## src/rtl/pixel_fetch_pkg.sv

```systemverilog
// Shared definitions for the video byte fetcher: fetch FSM states,
// default address width and pixels-per-byte constants.
package pixel_fetch_pkg;

  localparam int ADDR_W_DEF        = 16;
  localparam int PIX_PER_BYTE_1BPP = 8;
  localparam int PIX_PER_BYTE_2BPP = 4;

  typedef enum logic [1:0] {
    S_IDLE = 2'd0,
    S_REQ  = 2'd1,
    S_FULL = 2'd2
  } fetch_state_t;

  // A row repeat of zero behaves like one scanline per row.
  function automatic logic [3:0] row_repeat_eff(input logic [3:0] rep);
    return (rep == 4'd0) ? 4'd1 : rep;
  endfunction

endpackage

```

## src/rtl/pixel_fetch_line_counter.sv

```systemverilog
// Tracks the scanline count within a fetched row and the start address
// of the current row; advances the row on the falling edge of hActive.
module pixel_fetch_line_counter
  import pixel_fetch_pkg::*;
#(
  parameter int ADDR_W = ADDR_W_DEF
) (
  input  logic              clk,
  input  logic              rst,
  input  logic              i_frame_start,
  input  logic              i_h_active,
  input  logic [ADDR_W-1:0] i_base_addr,
  input  logic [5:0]        i_bytes_per_line,
  input  logic [3:0]        i_row_repeat,
  output logic [ADDR_W-1:0] o_line_addr
);

  logic [3:0]        r_row_cnt;
  logic [ADDR_W-1:0] r_line_addr;
  logic              r_h_active_d;
  logic              w_row_end;
  logic [3:0]        w_row_next;

  assign w_row_end  = r_h_active_d && !i_h_active;
  assign w_row_next = r_row_cnt + 4'd1;

  // frameStart has priority over a row advance in the same cycle
  always_ff @(posedge clk) begin
    if (rst) begin
      r_row_cnt    <= 4'd0;
      r_line_addr  <= '0;
      r_h_active_d <= 1'b0;
    end else begin
      r_h_active_d <= i_h_active;
      if (i_frame_start) begin
        r_line_addr <= i_base_addr;
        r_row_cnt   <= 4'd0;
      end else if (w_row_end) begin
        if (w_row_next == row_repeat_eff(i_row_repeat)) begin
          r_row_cnt   <= 4'd0;
          r_line_addr <= r_line_addr + ADDR_W'(i_bytes_per_line);
        end else begin
          r_row_cnt <= w_row_next;
        end
      end
    end
  end

  assign o_line_addr = r_line_addr;

endmodule

```

## src/rtl/pixel_fetch.sv

```systemverilog
// Video byte fetcher: one-byte prefetch from video RAM over req/ack and
// a load strobe to the pixel shifter on every byte boundary of the line.
//
//   state  | meaning
//   S_IDLE | buffer empty, no request outstanding
//   S_REQ  | request outstanding, memReq/memAddr held until memAck
//   S_FULL | prefetch buffer holds the next byte
module pixel_fetch
  import pixel_fetch_pkg::*;
#(
  parameter int ADDR_W = ADDR_W_DEF
) (
  input  logic              clk,
  input  logic              rst,
  input  logic              divider,
  input  logic              frameStart,
  input  logic              lineStart,
  input  logic              hActive,
  input  logic [ADDR_W-1:0] baseAddr,
  input  logic [5:0]        bytesPerLine,
  input  logic [3:0]        rowRepeat,
  output logic              memReq,
  output logic [ADDR_W-1:0] memAddr,
  input  logic              memAck,
  input  logic [7:0]        memData,
  output logic [7:0]        outData,
  output logic              load,
  output logic              underrun
);

  fetch_state_t      r_state, w_state_next;
  logic [ADDR_W-1:0] r_addr, r_mem_addr, w_line_addr;
  logic [5:0]        r_fetched, r_loaded;
  logic [2:0]        r_phase, w_phase_last;
  logic [7:0]        r_buf, r_out_data;
  logic              r_div, r_stale, r_load, r_underrun;
  logic              w_buf_valid, w_line_active, w_load_evt, w_ack, w_ack_keep;

  pixel_fetch_line_counter #(.ADDR_W(ADDR_W)) u_line_counter (
    .clk              (clk),
    .rst              (rst),
    .i_frame_start    (frameStart),
    .i_h_active       (hActive),
    .i_base_addr      (baseAddr),
    .i_bytes_per_line (bytesPerLine),
    .i_row_repeat     (rowRepeat),
    .o_line_addr      (w_line_addr)
  );

  assign w_buf_valid   = (r_state == S_FULL);
  assign w_line_active = hActive && !lineStart && (r_loaded < bytesPerLine);
  assign w_load_evt    = w_line_active && (r_phase == 3'd0);
  assign w_ack         = memAck && (r_state == S_REQ);
  // A request straddling lineStart still completes, but its byte belongs
  // to the previous line and is dropped.
  assign w_ack_keep    = w_ack && !lineStart && !r_stale;
  assign w_phase_last  = r_div ? 3'(PIX_PER_BYTE_2BPP - 1) : 3'(PIX_PER_BYTE_1BPP - 1);

  always_ff @(posedge clk) begin
    if (rst) r_state <= S_IDLE;
    else     r_state <= w_state_next;
  end

  always_comb begin
    w_state_next = r_state;
    case (r_state)
      S_IDLE: if (!lineStart && (r_fetched < bytesPerLine)) w_state_next = S_REQ;
      S_REQ:  if (w_ack) w_state_next = (w_ack_keep && !w_load_evt) ? S_FULL : S_IDLE;
      S_FULL: if (lineStart || w_load_evt) w_state_next = S_IDLE;
      default: w_state_next = S_IDLE;
    endcase
  end

  always_ff @(posedge clk) begin
    if (rst) begin
      r_addr     <= '0;
      r_mem_addr <= '0;
      r_fetched  <= 6'd0;
      r_loaded   <= 6'd0;
      r_phase    <= 3'd0;
      r_buf      <= 8'h00;
      r_out_data <= 8'h00;
      r_div      <= 1'b0;
      r_stale    <= 1'b0;
      r_load     <= 1'b0;
      r_underrun <= 1'b0;
    end else begin
      if ((r_state == S_IDLE) && (w_state_next == S_REQ)) r_mem_addr <= r_addr;
      if (lineStart) begin
        r_addr    <= w_line_addr;
        r_fetched <= 6'd0;
        r_loaded  <= 6'd0;
        r_phase   <= 3'd0;
        r_div     <= divider;
        r_stale   <= (r_state == S_REQ) && !memAck;
      end else begin
        if (w_ack) r_stale <= 1'b0;
        if (w_ack_keep) begin
          r_buf     <= memData;
          r_addr    <= r_addr + ADDR_W'(1);
          r_fetched <= r_fetched + 6'd1;
        end
        if (w_line_active) begin
          r_phase <= (r_phase == w_phase_last) ? 3'd0 : r_phase + 3'd1;
          if (w_load_evt) r_loaded <= r_loaded + 6'd1;
        end
      end
      r_load     <= w_load_evt;
      r_underrun <= w_load_evt && !w_buf_valid && !w_ack_keep;
      // Empty buffer: take the coinciding ack directly, otherwise emit zero.
      if (w_load_evt)
        r_out_data <= w_buf_valid ? r_buf : (w_ack_keep ? memData : 8'h00);
    end
  end

  always_comb begin
    memReq   = (r_state == S_REQ);
    memAddr  = r_mem_addr;
    outData  = r_out_data;
    load     = r_load;
    underrun = r_underrun;
  end

endmodule

```

## config.mk

```make
export PLATFORM = sky130hd
export DESIGN_NAME = pixel_fetch
export DESIGN_NICKNAME = d
export VERILOG_FILES = /design/src/rtl/pixel_fetch_pkg.sv /design/src/rtl/pixel_fetch_line_counter.sv /design/src/rtl/pixel_fetch.sv
export SDC_FILE = /design/constraint.sdc
export NUM_CORES = 1
export LEC_CHECK = 0
export CAP_MARGIN = 25
export CORE_MARGIN = 3
export CORE_UTILIZATION = 39
export DETAILED_ROUTE_END_ITERATION = 8
export PLACE_DENSITY = 0.71
export SYNTH_ARGS = -nofsm -noshare
export SYNTH_HDL_FRONTEND = slang
export SYNTH_SLANG_ARGS = --single-unit
```

## constraint.sdc

```tcl
create_clock -name clk -period 2.65 [get_ports clk]
set_clock_uncertainty 0.1 [all_clocks]
set_input_delay 0.795 -clock clk [delete_from_list [all_inputs] [get_ports clk]]
set_output_delay 0.795 -clock clk [all_outputs]
set_load 0.01 [all_outputs]
```

==> impl_metrics.py <==
metrics = {
    "finish": {
        "fin_area_um2": 6200,
        "syn_to_final_growth_pct": 37.9,
        "nNetsFinal": 704,
        "insertedDiodeCount": 0,
        "post-route-util_pct": 56.2,
        "multi_input_area_um2": 2670,
        "drive_above_1_share_pct": 16.9,
        "final.fill_count": 972,
        "area.sequential_um2": 1800,
        "layout.cells.non_filler": 785,
    },
    "logic_synthesis": {
        "synth_top_flop_cell": "dfxtp_1",
        "yosysTopAreaCell": "dfxtp_1",
        "syn-instance-count": 532,
        "synth_nets": 596,
        "synthTopCellsByCount": "90 x dfxtp_1, 64 x nor2_1, 61 x nand2_1",
        "synth-edff-count": 0,
        "synthArstFlopShare_pct": 0,
        "synth_top_area_share_pct": 40.1,
        "ys_warn_count": 0,
        "synth-seq-cells": 90,
        "seq_area_frac_synth_pct": 40.1,
        "avgSynthCellArea_um2": 8.46,
        "yosysUniqueCellTypes": 58,
        "ys_top_cells_by_area": "dfxtp_1 40%, ha_1 6.1%, a21oi_1 5.5%",
        "synth_area_um2": 4500,
        "synth_most_common_cell": "dfxtp_1",
    },
    "detailed_routing": {
        "antenna_left": 0,
        "wl_per_cell_um": 15.2,
        "drc": 0,
        "vias": 4190,
        "wirelength_mm": 11.9,
        "dr.pass1.iters": 5,
        "drt_iter0_markers": 214,
        "viasPerCell": 5.34,
    },
    "die": {
        "core_area_um2": 11000,
        "die_h_um": 113,
        "start_util_pct": 40.8,
        "ios": 68,
        "die_area_um2": 12900,
        "rows": 38,
        "fp.dieW_um": 113,
    },
    "place": {
        "place_congestion": 0.900,
        "placed_cells": 760,
        "pre_cts_ws_ps": -526,
        "numPortBuffers": 67,
        "dp_hpwl_mm": 8.30,
        "post_dp_cell_area_um2": 5640,
    },
    "sta": {
        "fmax_mhz": 385,
        "finalCritPeriodShare_pct": 98.0,
        "tightestPinTransition_ps": 636,
        "final-hold-violation-count": 0,
        "hold_ws_ps": 353,
        "slew-limit-headroom_pct": 57.5,
        "worst_slack_ps": 53.6,
        "finalSetupViolCount": 0,
        "maxSlewViolCount": 0,
        "fin_crit_ps": 2600,
        "fin_tns_setup_ps": 0,
    },
    "power_and_ir_drop": {
        "p_leak_nw": 2.41,
        "power.density_nw_per_um2": 518,
        "seq_power_share_pct": 45.4,
        "power_mw": 3.22,
        "switchingPower_uw": 772,
        "power.internal_mw": 2.44,
        "swShare_pct": 24.0,
        "vdd_drop_max_mv": 0.267,
        "power_frac_comb_pct": 14.7,
        "pwr-share-clk_pct": 39.8,
    },
    "status": {
        "status": "complete, no violations",
    },
    "setup_path": {
        "required_ps": 2810,
        "crit_arrival_ps": 2760,
        "crit_fanout": 13,
        "crit_type": "primary input to flip-flop",
        "path_cells": "clkdlybuf4s50_1, inv_1, ha_1, nand3_1, o211a_4, buf_12, buf_16, a21bo_2, a21oi_1",
        "crit_family": "buffers and inverters",
        "slowest_delay_ps": 530,
        "end_kind": "flip-flop",
        "start_kind": "primary input",
        "critPathBufInv": 4,
        "cp_slowest_cell": "clkdlybuf4s50_1",
    },
    "grt": {
        "grt_use_total_pct": 18.8,
        "grt_use_met2_pct": 29.5,
        "grt-busiest-layer": "met2",
        "grt_pass1_vias": 4086,
        "grt_pass1_wl_mm": 19.7,
        "grt_start_max_net_pins": 68,
        "gr-usage-met3_pct": 4.24,
        "antenna_found_initial": 0,
        "overflow": 0,
        "grt_util_met1_pct": 25.9,
    },
    "clocking": {
        "cts_made_buffers": 9,
        "cts_tree": "built",
        "cts_root_buffer": "clkbuf_16",
        "cts.sink_count": 90,
        "clockBufferDepth": 2,
        "cts.clk_slew.worst_paths_ps": 60,
        "htreeDepth": 3,
        "worstSkewPairLatency_ps": 330,
    },
    "run": {
        "cap_violations": 0,
    },
    "min_path": {
        "min_path_type": "flip-flop to flip-flop",
    },
}
-- routing by layer --
layer / part of all wire, % / wire, um
met3: 5.4 / 640
met2: 47 / 5580
met1: 47 / 5560
met5: 0 / 0
met4: 1.0 / 123
-- layout make-up --
cell class              instances  area share (%)
repair buffers                126            19.2
multi-input cells             396            43.1
clock inverters                 2           0.565
flip-flops and latches         90            29.0
inverters                      17            1.03
well taps                     140            2.82
clock buffers                  14            4.26
-- power groups by stage --
stage	Sequential (mW)	Combinational [mW]	Clock, mW
2_1_floorplan	1.47	0.220	0
3_3_place_gp	1.49	0.415	0
6_report	1.46	0.474	1.28
5_1_grt	1.47	0.519	1.36
4_1_cts	1.46	0.462	1.31
3_5_place_dp	1.49	0.426	0
-- worst register-to-register path, cell delays in order (launching register included) --
cell and delay [ps]:
dfxtp_1 450, ha_1 320, xnor2_2 150, nand4_1 110, a2111o_1 400, buf_12 180, buf_4 140, nor3_1 190
o21ai_1 90, a21oi_1 150
-- path summary, 6_finish.rpt --
| check | from | endpoint | slack (ps) | cells past startpoint |
|---|---|---|---|---|
| setup / recovery | bytesPerLine[4] | r_loaded[3] | 50 | 9 |
| hold / removal | r_buf[5] | r_buf[5] | 350 | 2 |
| setup reg to reg | u_line_counter.r_row_cnt[0] | u_line_counter.o_line_addr[6] | 300 | 9 |
| hold reg to reg | r_buf[5] | r_buf[5] | 350 | 2 |
-- flip-flops by register name, indices dropped and copies added (netlist names) --
register / cells
memAddr: 16
r_addr: 16
u_line_counter.o_line_addr: 16
outData: 8
r_buf: 8
r_fetched: 6
r_loaded: 6
u_line_counter.r_row_cnt: 4
r_phase: 3
r_state: 2
load: 1
r_div: 1
r_stale: 1
u_line_counter.r_h_active_d: 1
underrun: 1
-- cells in the final DEF, fill, tap and decap left out, types with 3 or more instances in the layout --
cell,Yosys,routed
a211oi_1,9,7
a21oi_1,49,48
a221oi_1,3,3
a311oi_1,8,8
a31o_2,5,5
a31oi_1,7,5
and2_1,3,3
and3_1,5,5
buf_12,0,5
buf_4,0,52
clkbuf_1,25,3
clkbuf_16,0,9
clkdlybuf4s50_1,0,60
dfxtp_1,90,90
dlygate4sd2_1,0,5
ha_1,22,18
ha_4,0,3
inv_1,16,15
mux2i_1,22,22
nand2_1,61,61
nand2b_1,3,3
nand3_1,16,16
nand3b_1,3,3
nand4_1,8,8
nor2_1,64,64
nor2b_1,7,6
nor3_1,14,12
nor3_2,2,3
o21a_1,3,3
o21ai_0,15,14
o21bai_1,8,8
xnor2_1,13,11
xor2_1,7,7
-- cells by family (layout without fill, tap and decap cells) --
family / Yosys count / count (layout) / synth area share, %
flops: 90 / 90 / 40.1
compound gates: 126 / 126 / 18.4
fa+ha+maj: 23 / 23 / 6.56
simple gates: 203 / 203 / 21.4
buf+inv: 46 / 159 / 4.09
xor+xnor: 21 / 21 / 4.40
mux: 23 / 23 / 5.15
-- what timing repair did --
action,4_1_cts,5_1_grt
pin swaps,14,7
cloned,1,0
resized for setup,22,14
setup endpoints to repair,38,12
hold buffers,0,0
endpoints found under the hold margin,0,0
setup buffers,6,2
Power figures use the tool's default switching activity.
